--- config.mk ---
export PLATFORM = sky130hd
export DESIGN_NAME = usb_rx_decoder
export DESIGN_NICKNAME = d
export VERILOG_FILES = /design/src/rtl/usb_rx_decoder.sv
export SDC_FILE = /design/constraint.sdc
export NUM_CORES = 1
export LEC_CHECK = 0
export CAP_MARGIN = 20
export CORE_AREA = 3 3 64 66
export CTS_CLUSTER_SIZE = 10
export DETAILED_ROUTE_END_ITERATION = 10
export DIE_AREA = 0 0 67 69
export HOLD_SLACK_MARGIN = 0.05
export PLACE_DENSITY = 0.79
export SLEW_MARGIN = 0
export SYNTH_ARGS = -nofsm -noshare
export SYNTH_HDL_FRONTEND = slang
export SYNTH_SLANG_ARGS = --single-unit
export TNS_END_PERCENT = 10
--- constraint.sdc ---
create_clock -name clock -period 5.4 [get_ports clock]
set_input_delay 1.62 -clock clock [delete_from_list [all_inputs] [get_ports clock]]
set_output_delay 1.62 -clock clock [all_outputs]
set_load 0.02 [all_outputs]
--- src/rtl/usb_rx_decoder.sv ---
// USB host receive path: SYNC detect, NRZI decode, bit unstuffing, LSB-first byte assembly, EOP detect.
// Optional first-byte PID check is compiled in when USB_RX_PID_CHECK_EN is defined.
module usb_rx_decoder #(
    parameter int MAX_BYTES   = 16,
    parameter int STUFF_LIMIT = 6
) (
    input  logic       clock,
    input  logic       reset_n,
    input  logic       DP_in,
    input  logic       DM_in,
    input  logic       enable,
    output logic [7:0] byte_out,
    output logic       byte_valid,
    output logic       pkt_start,
    output logic       pkt_end,
    output logic       pkt_error
);

    localparam int BCW = $clog2(MAX_BYTES + 2);

    typedef enum logic [2:0] {
        ST_IDLE,
        ST_SYNC,
        ST_DATA,
        ST_EOP,
        ST_WAIT
    } state_t;

    state_t         state_q, state_d;
    logic           prev_k_q, prev_k_d;
    logic [2:0]     bit_cnt_q, bit_cnt_d;
    logic [2:0]     ones_cnt_q, ones_cnt_d;
    logic [1:0]     se0_cnt_q, se0_cnt_d;
    logic [BCW-1:0] byte_cnt_q, byte_cnt_d;
    logic           seen_se0_q, seen_se0_d;
    logic [6:0]     shift_q, shift_d;
    logic [7:0]     byte_out_q, byte_out_d;
    logic           byte_valid_q, byte_valid_d;
    logic           pkt_start_q, pkt_start_d;
    logic           pkt_end_q, pkt_end_d;
    logic           pkt_error_q, pkt_error_d;

    logic       line_j, line_k, line_se0, line_se1;
    logic       dbit;
    logic       err;
    logic [7:0] new_byte;

    assign line_j   =  DP_in & ~DM_in;
    assign line_k   = ~DP_in &  DM_in;
    assign line_se0 = ~DP_in & ~DM_in;
    assign line_se1 =  DP_in &  DM_in;

    // NRZI: an unchanged J/K level decodes as 1.
    assign dbit     = ~(line_k ^ prev_k_q);
    assign new_byte = {dbit, shift_q};

    always_comb begin
        state_d      = state_q;
        prev_k_d     = prev_k_q;
        bit_cnt_d    = bit_cnt_q;
        ones_cnt_d   = ones_cnt_q;
        se0_cnt_d    = se0_cnt_q;
        byte_cnt_d   = byte_cnt_q;
        seen_se0_d   = seen_se0_q;
        shift_d      = shift_q;
        byte_out_d   = byte_out_q;
        byte_valid_d = 1'b0;
        pkt_start_d  = 1'b0;
        pkt_end_d    = 1'b0;
        pkt_error_d  = 1'b0;
        err          = 1'b0;

        case (state_q)
            ST_IDLE: begin
                prev_k_d = 1'b0;
                if (line_k) begin
                    state_d    = ST_SYNC;
                    prev_k_d   = 1'b1;
                    bit_cnt_d  = '0;
                    ones_cnt_d = '0;
                    se0_cnt_d  = '0;
                    byte_cnt_d = '0;
                end
            end

            // bit_cnt doubles as the SYNC position counter: six 0s then a 1.
            ST_SYNC: begin
                if (line_j || line_k) begin
                    prev_k_d = line_k;
                    if (bit_cnt_q == 3'd6) begin
                        if (dbit) begin
                            state_d     = ST_DATA;
                            pkt_start_d = 1'b1;
                            ones_cnt_d  = 3'd1;
                            bit_cnt_d   = '0;
                        end else begin
                            err = 1'b1;
                        end
                    end else if (dbit) begin
                        err = 1'b1;
                    end else begin
                        bit_cnt_d = bit_cnt_q + 3'd1;
                    end
                end else begin
                    err = 1'b1;
                end
            end

            ST_DATA: begin
                if (line_se1) begin
                    err = 1'b1;
                end else if (line_se0) begin
                    if (bit_cnt_q != 3'd0 || byte_cnt_q == '0) begin
                        err = 1'b1;
                    end else begin
                        state_d   = ST_EOP;
                        se0_cnt_d = 2'd1;
                    end
                end else begin
                    prev_k_d = line_k;
                    if (ones_cnt_q == 3'(STUFF_LIMIT)) begin
                        if (dbit) begin
                            err = 1'b1;
                        end else begin
                            ones_cnt_d = '0;
                        end
                    end else begin
                        shift_d    = new_byte[7:1];
                        ones_cnt_d = dbit ? ones_cnt_q + 3'd1 : 3'd0;
                        if (bit_cnt_q == 3'd7) begin
                            bit_cnt_d = '0;
                            if (byte_cnt_q == BCW'(MAX_BYTES)) begin
                                err = 1'b1;
                            end
`ifdef USB_RX_PID_CHECK_EN
                            else if (byte_cnt_q == '0 && new_byte[7:4] != ~new_byte[3:0]) begin
                                err = 1'b1;
                            end
`endif
                            else begin
                                byte_cnt_d   = byte_cnt_q + 1'b1;
                                byte_out_d   = new_byte;
                                byte_valid_d = 1'b1;
                            end
                        end else begin
                            bit_cnt_d = bit_cnt_q + 3'd1;
                        end
                    end
                end
            end

            // se0_cnt holds the SE0 samples seen so far, including the one that entered EOP.
            ST_EOP: begin
                if (line_se0) begin
                    if (se0_cnt_q == 2'd3) begin
                        err = 1'b1;
                    end else begin
                        se0_cnt_d = se0_cnt_q + 2'd1;
                    end
                end else if (line_j && se0_cnt_q >= 2'd2) begin
                    state_d   = ST_IDLE;
                    prev_k_d  = 1'b0;
                    pkt_end_d = 1'b1;
                end else begin
                    err = 1'b1;
                end
            end

            ST_WAIT: begin
                if (line_se0) begin
                    seen_se0_d = 1'b1;
                end else if (line_j && seen_se0_q) begin
                    state_d    = ST_IDLE;
                    prev_k_d   = 1'b0;
                    seen_se0_d = 1'b0;
                end else if (!line_j) begin
                    seen_se0_d = 1'b0;
                end
            end

            default: begin
                state_d = ST_IDLE;
            end
        endcase

        // An SE0 that triggers the error counts toward the SE0,J recovery sequence.
        if (err) begin
            state_d      = ST_WAIT;
            seen_se0_d   = line_se0;
            pkt_error_d  = 1'b1;
            byte_valid_d = 1'b0;
            byte_out_d   = byte_out_q;
        end

        if (!enable) begin
            state_d      = ST_IDLE;
            prev_k_d     = 1'b0;
            bit_cnt_d    = '0;
            ones_cnt_d   = '0;
            se0_cnt_d    = '0;
            byte_cnt_d   = '0;
            seen_se0_d   = 1'b0;
            byte_valid_d = 1'b0;
            pkt_start_d  = 1'b0;
            pkt_end_d    = 1'b0;
            pkt_error_d  = 1'b0;
        end
    end

    always_ff @(posedge clock) begin
        if (!reset_n) begin
            state_q      <= ST_IDLE;
            prev_k_q     <= 1'b0;
            bit_cnt_q    <= '0;
            ones_cnt_q   <= '0;
            se0_cnt_q    <= '0;
            byte_cnt_q   <= '0;
            seen_se0_q   <= 1'b0;
            shift_q      <= '0;
            byte_out_q   <= '0;
            byte_valid_q <= 1'b0;
            pkt_start_q  <= 1'b0;
            pkt_end_q    <= 1'b0;
            pkt_error_q  <= 1'b0;
        end else begin
            state_q      <= state_d;
            prev_k_q     <= prev_k_d;
            bit_cnt_q    <= bit_cnt_d;
            ones_cnt_q   <= ones_cnt_d;
            se0_cnt_q    <= se0_cnt_d;
            byte_cnt_q   <= byte_cnt_d;
            seen_se0_q   <= seen_se0_d;
            shift_q      <= shift_d;
            byte_out_q   <= byte_out_d;
            byte_valid_q <= byte_valid_d;
            pkt_start_q  <= pkt_start_d;
            pkt_end_q    <= pkt_end_d;
            pkt_error_q  <= pkt_error_d;
        end
    end

    assign byte_out   = byte_out_q;
    assign byte_valid = byte_valid_q;
    assign pkt_start  = pkt_start_q;
    assign pkt_end    = pkt_end_q;
    assign pkt_error  = pkt_error_q;

endmodule

==> results.py, run 1 <==
metrics = {
    "logic_synthesis": {
        "syn_avg_cell_area_um2": 8.77,
        "synth_compound_area_share_pct": 12.5,
        "synth_top_area_share_pct": 35.3,
        "ys_ff_latch": 37,
        "ys_warn_count": 0,
        "yosys-top-cells-count": "dfxtp_1, nor2_1, nor2b_1",
        "yosysSeqAreaShare_pct": 35.3,
        "ys_async_sr_fraction_pct": 0,
        "syn-cell-area_mm2": 0.00210,
        "syn_inst": 239,
        "synth_top_family_by_area": "simple AND/OR/NAND/NOR gates",
        "ys_types": 48,
        "synthAdderAreaFrac_pct": 9.55,
        "synth-simple-area-share_pct": 25.3,
        "synthMuxAreaShare_pct": 9.61,
        "syn-num-nets": 260,
        "synthMostInstantiatedCell": "dfxtp_1",
        "yosys.area.top_type": "dfxtp_1",
        "synthXorXnorAreaFrac_pct": 2.45,
        "synth_area_leaders": "dfxtp_1, ha_1, mux2i_1, nor2b_1, nor2_1",
        "synth-edff-count": 0,
        "ys.flop_type": "dfxtp_1",
    },
    "route": {
        "dr_total_vias": 1674,
        "via_per_inst": 5.58,
        "ant_nets": 0,
        "drcViolationCount": 0,
        "drt_wl_total_um": 4180,
        "wire_per_inst_um": 13.9,
        "drtIter0Drc": 231,
        "first_pass_iters": 4,
    },
    "cells_and_area": {
        "antenna_cells": 0,
        "fin_nets": 273,
        "fillCellCount": 337,
        "final_util_pct": 65.3,
        "drive_above_1_share_pct": 7.54,
        "regArea_um2": 741,
        "stdcell_count": 300,
        "multiInputGateArea_mm2": 0.00125,
        "area_growth_pct": 13.1,
    },
    "critical_path": {
        "cp_max_fo": 5,
        "r2r-end": "byte_out[4]",
        "worst_ep_required_time_ns": 5.62,
        "r2r_slack_ns": 3.04,
        "cp_top_family": "simple AND/OR/NAND/NOR gates",
        "startpoint_type": "primary input",
        "reg2reg_depth": 5,
        "path_buf_inv": 3,
        "worstSetupPathType": "primary input to register",
        "critPathMostFrequentCell": "or4_1",
        "critPathSlowestCell": "or4_1",
        "crit_path_end_kind": "register",
        "cp_cell_sequence": "clkdlybuf4s50_1 > inv_1 > ha_1 > xor2_2 > clkinv_2 > a31oi_1 > or4_1 > or4_1 > a21oi_1",
        "slowest_delay_ns": 0.60,
        "r2r-start": "state_q[1]",
        "cp_data_arrival_time_ns": 4.16,
    },
    "timing": {
        "setup-violations-final": 0,
        "hold_viol_final": 0,
        "maxSlewHeadroom_pct": 53.3,
        "fmax_ghz": 0.254,
        "worst_pin_slew_ns": 0.692,
        "clock_skew_ns": 0.00727,
        "period_needed_ns": 3.94,
        "worst_slack_ns": 1.46,
        "final_max_slew_viol_count": 0,
        "tns_ns": 0,
        "finalCritPeriodShare_pct": 73.0,
        "rsz0062_at_grt": "no",
    },
    "worst_hold_path": {
        "hp-class": "register to register",
        "hp-start": "ones_cnt_q[0]",
        "min_path_cells": 2,
        "min_to": "ones_cnt_q[0]",
    },
    "cts": {
        "cts.sinks": 37,
        "cts_resized": 0,
        "clockBufferDepth": 2,
        "clkTransAtPathRegs_ns": 0.08,
        "clock_latency_ns": 0.29,
        "cts-root-buf": "clkbuf_8",
        "cts_max_level": 2,
        "holdBufCountCts": 0,
        "cts_setup_buffers": 0,
        "cts_tree": "done",
        "cts_buffers": 5,
    },
    "grt": {
        "grt_pass1_wl_um": 7180,
        "grt.total_usage_pct": 19.6,
        "grt_overflow_total": 0,
        "grt_max_degree": 19,
        "antenna_found_initial": 0,
        "grt_pass1_vias": 1509,
    },
    "placed_design": {
        "place.gp.congestion": 0.903,
        "dp_slack_ns": 1.17,
        "dpl.hpwl_um": 3000,
        "dp.cells": 293,
        "portBuffers": 16,
    },
    "floorplanning": {
        "core_area_mm2": 0.00363,
        "rows": 22,
        "initial_core_util_pct": 57.7,
        "die_h_um": 69,
        "die_w_um": 67,
        "dieArea_mm2": 0.00462,
        "num_io_pins": 17,
    },
    "power_and_ir_drop": {
        "p_leak_nw": 0.890,
        "pwr_density_cell_mw_per_mm2": 230,
        "peakVddDrop_uv": 152,
    },
    "job": {
        "drv_cap": 0,
    },
    "run_status": {
        "status": "finished, final reports clean",
    },
}
==> per-stage QoR <==
step	cell area, um^2	total power [mW]	hold WS, ns
2_1_floorplan	2100	0.311	0.460
3_3_place_gp	2270	0.320	0.479
3_5_place_dp	2270	0.321	0.502
4_1_cts	2370	0.550	0.513
5_1_grt	2370	0.564	0.531
6_report	2370	0.546	0.511
==> per-layer routing <==
layer / up-vias / track usage (%) / routed length, um
met5: - / 0 / 0
li1: 855 / - / -
met3: 6 / 5.54 / 168
met2: 29 / 28.9 / 1910
met1: 784 / 27.3 / 2040
met4: 0 / 6.08 / 61
==> cell families (layout without fill, tap and decap cells) <==
| logic type | count (synthesis) | after routing |
|---|---|---|
| buf+inv | 26 | 39 |
| flops | 37 | 37 |
| compound gates | 41 | 41 |
| mux | 20 | 20 |
| xor+xnor | 5 | 5 |
| simple gates | 94 | 94 |
| fa+ha+maj | 16 | 16 |
==> worst min-delay path, cell delays in order (launching register included) <==
cell	delay [ns]
dfxtp_1	0.33
inv_1	0.07
a211oi_1	0.07
==> cell type report <==
cell class	count	area share, %
well taps	48	2.53
inverters	16	2.58
clock inverters	2	1.48
clock buffers	5	2.90
repair buffers	16	6.75
flip-flops and latches	37	31.2
multi-input cells	176	52.5
==> flip-flops by register name (all words and copies together) (netlist names) <==
signal	cells
bit_cnt_q	3
byte_cnt_q	5
byte_out	8
byte_valid	1
ones_cnt_q	3
pkt_end	1
pkt_error	1
pkt_start	1
prev_k_q	1
se0_cnt_q	2
seen_se0_q	1
shift_q	7
state_q	3
==> report_power, final <==
part	switching, mW	internal [mW]
logic	0.0223	0.0165
registers	0.00208	0.274
clock network	0.0974	0.134
total	0.122	0.425
==> worst max path at each step <==
| stage | end | slack [ns] | cells after the start | start |
|---|---|---|---|---|
| after CTS | ones_cnt_q[2] | 1.47 | 9 | DP_in |
| after floorplan | ones_cnt_q[2] | 1.88 | 9 | DP_in |
| after global placement | ones_cnt_q[2] | 1.28 | 8 | DP_in |
| after global routing | ones_cnt_q[2] | 1.26 | 9 | DP_in |
| final | ones_cnt_q[2] | 1.46 | 9 | DP_in |
| after detailed placement | ones_cnt_q[2] | 1.17 | 9 | DP_in |
==> cell usage in the layout, fill, tap and decap left out, types with 4 or more instances in the layout <==
cell type        instances
nor3_1                   5
o21ai_0                  9
nor2b_1                 20
clkdlybuf4s50_1         16
dfxtp_1                 37
a21oi_1                 10
mux2i_1                 19
ha_1                    16
nand2_1                 11
clkbuf_8                 5
xnor2_1                  4
or2_2                    4
inv_1                   15
nand3_1                  6
a211oi_1                 5
nor2_1                  22
Power figures use the tool's default switching activity.
==> inputs of run 2 (changes only) <==
--- a/config.mk
+++ b/config.mk
@@ -6,12 +6,12 @@
 export NUM_CORES = 1
 export LEC_CHECK = 0
 export CAP_MARGIN = 20
-export CORE_AREA = 3 3 64 66
+export CORE_AREA = 3 3 68 70
 export CTS_CLUSTER_SIZE = 10
 export DETAILED_ROUTE_END_ITERATION = 10
-export DIE_AREA = 0 0 67 69
+export DIE_AREA = 0 0 71 73
 export HOLD_SLACK_MARGIN = 0.05
-export PLACE_DENSITY = 0.79
+export PLACE_DENSITY = 0.73
 export SLEW_MARGIN = 0
 export SYNTH_ARGS = -nofsm -noshare
 export SYNTH_HDL_FRONTEND = slang
==> constraint.sdc (replaced) <==
create_clock -name clock -period 3.45 [get_ports clock]
set_input_delay 1.035 -clock clock [delete_from_list [all_inputs] [get_ports clock]]
set_output_delay 1.035 -clock clock [all_outputs]
set_load 0.02 [all_outputs]
==> run 2 against run 1 <==
Clock power up 90%. Sequential power up 57%. Highest routed layer unchanged. Critical path depth grew 1.
==> results.py, run 2 (synthesis results as in run 1) <==
metrics = {
    "run_status": {
        "status": "finished, final reports clean",
    },
    "cts": {
        "cts_buffers": 5,
        "holdBufCountCts": 0,
        "cts_max_level": 2,
        "clkTransAtPathRegs_ns": 0.07,
        "cts_setup_buffers": 0,
        "cts-root-buf": "clkbuf_8",
        "clockBufferDepth": 2,
        "cts_tree": "done",
        "clock_latency_ns": 0.29,
        "cts_resized": 0,
        "cts.sinks": 37,
    },
    "job": {
        "drv_cap": 0,
    },
    "cells_and_area": {
        "drive_above_1_share_pct": 12.1,
        "largest_register_ffs": 8,
        "layout_common_cells": "dfxtp_1, nor2_1, nor2b_1, mux2i_1",
        "stdcell_count": 315,
        "fin_nets": 285,
        "area_growth_pct": 19.0,
        "layout_commonest_cell": "dfxtp_1",
        "fillCellCount": 367,
        "antenna_cells": 0,
    },
    "route": {
        "drcViolationCount": 0,
        "wire_per_inst_um": 13.5,
        "first_pass_iters": 4,
        "ant_nets": 0,
        "drtIter0Drc": 70,
        "dr_total_vias": 1678,
        "drt_wl_total_um": 4250,
        "via_per_inst": 5.33,
    },
    "timing": {
        "period_needed_ns": 3.23,
        "fmax_ghz": 0.310,
        "rsz0062_at_grt": "no",
        "worst_pin_slew_ns": 0.544,
        "hold_viol_final": 0,
        "clock_skew_ns": 0.0120,
        "maxSlewHeadroom_pct": 63.7,
        "setup-violations-final": 0,
        "finalCritPeriodShare_pct": 93.5,
        "final_max_slew_viol_count": 0,
    },
    "grt": {
        "grt.total_usage_pct": 17.0,
        "grt_pass1_wl_um": 7090,
        "grt_overflow_total": 0,
        "grt_pass1_vias": 1587,
        "grt_max_degree": 19,
        "antenna_found_initial": 0,
    },
    "critical_path": {
        "startpoint_type": "primary input",
        "cp_data_arrival_time_ns": 3.41,
        "crit_path_end_kind": "register",
        "worst_ep_required_time_ns": 3.64,
        "worstSetupPathType": "primary input to register",
        "cp_max_fo": 4,
    },
    "power_and_ir_drop": {
        "peakVddDrop_uv": 394,
        "finalPower_mw": 0.946,
        "p_leak_nw": 0.961,
        "pwr_density_cell_mw_per_mm2": 379,
    },
    "floorplanning": {
        "dieArea_mm2": 0.00518,
        "die_w_um": 71,
        "die_h_um": 73,
        "num_io_pins": 17,
        "core_area_mm2": 0.00403,
        "initial_core_util_pct": 52.0,
        "rows": 23,
    },
    "placed_design": {
        "place.gp.congestion": 0.893,
        "dpl.hpwl_um": 3070,
        "portBuffers": 16,
        "dp.cells": 307,
    },
    "worst_hold_path": {
        "hp-class": "register to register",
    },
}
## run 2: cell count changes in the layout (fill, tap and decap cells not counted)
cell,previous run,this run
buf_4,0,12
bufinv_16,1,2
## run 2: worst max-delay path, cell delays in order
cell and delay (ns):
clkdlybuf4s50_1 0.51, inv_1 0.08, ha_1 0.26, xor2_2 0.19, ha_1 0.31, nand2_1 0.06, a22oi_1 0.22, o32ai_1 0.17
or2_2 0.37, a211oi_1 0.21
## run 2: layer usage
metal  global-route usage [%]  part of all wire (%)
met5                        0                     0
met4                     6.89                   2.2
met3                     3.86                   4.4
met2                     28.1                    45
met1                     21.5                    48
## run 2: where the power goes
group,internal (mW),leakage [nW],total [mW],switching (mW)
clock network,0.287,0.0681,0.440,0.153
logic,0.0357,0.595,0.0730,0.0372
registers,0.429,0.298,0.432,0.00343
## run 2: path summary, 6_finish.rpt
kind / from / end / slack, ns / cells after the start
worst max register to register: bit_cnt_q[0] / state_q[0] / 1.18 / 10
worst max-delay path: DP_in / state_q[0] / 0.22 / 10
worst min register to register: se0_cnt_q[1] / se0_cnt_q[1] / 0.50 / 2
worst min-delay path: se0_cnt_q[1] / se0_cnt_q[1] / 0.50 / 2
## run 2: final cells by class
class                      count  area (um^2)  share of cell area (%)
multi-input combinational    176         1250                    50.0
sequential                    37          741                    29.7
timing repair buffer          28          250                    10.0
clock buffer                   5         68.8                    2.76
clock inverter                 3         65.1                    2.61
tap                           50         62.6                    2.51
inverter                      16         61.3                    2.46
## run 2: through the flow
stage	worst slack (ns)	util, %	hold WS (ns)	area, um^2	setup TNS, ns
after floorplan	0.517	-	0.460	2100	0
after global placement	0.0632	58.6	0.476	2360	0
after detailed placement	-0.0276	58.6	0.492	2360	-0.0359
after CTS	0.247	61.9	0.504	2490	0
after global routing	0.0732	61.9	0.541	2490	0
final	0.224	61.9	0.500	2490	0
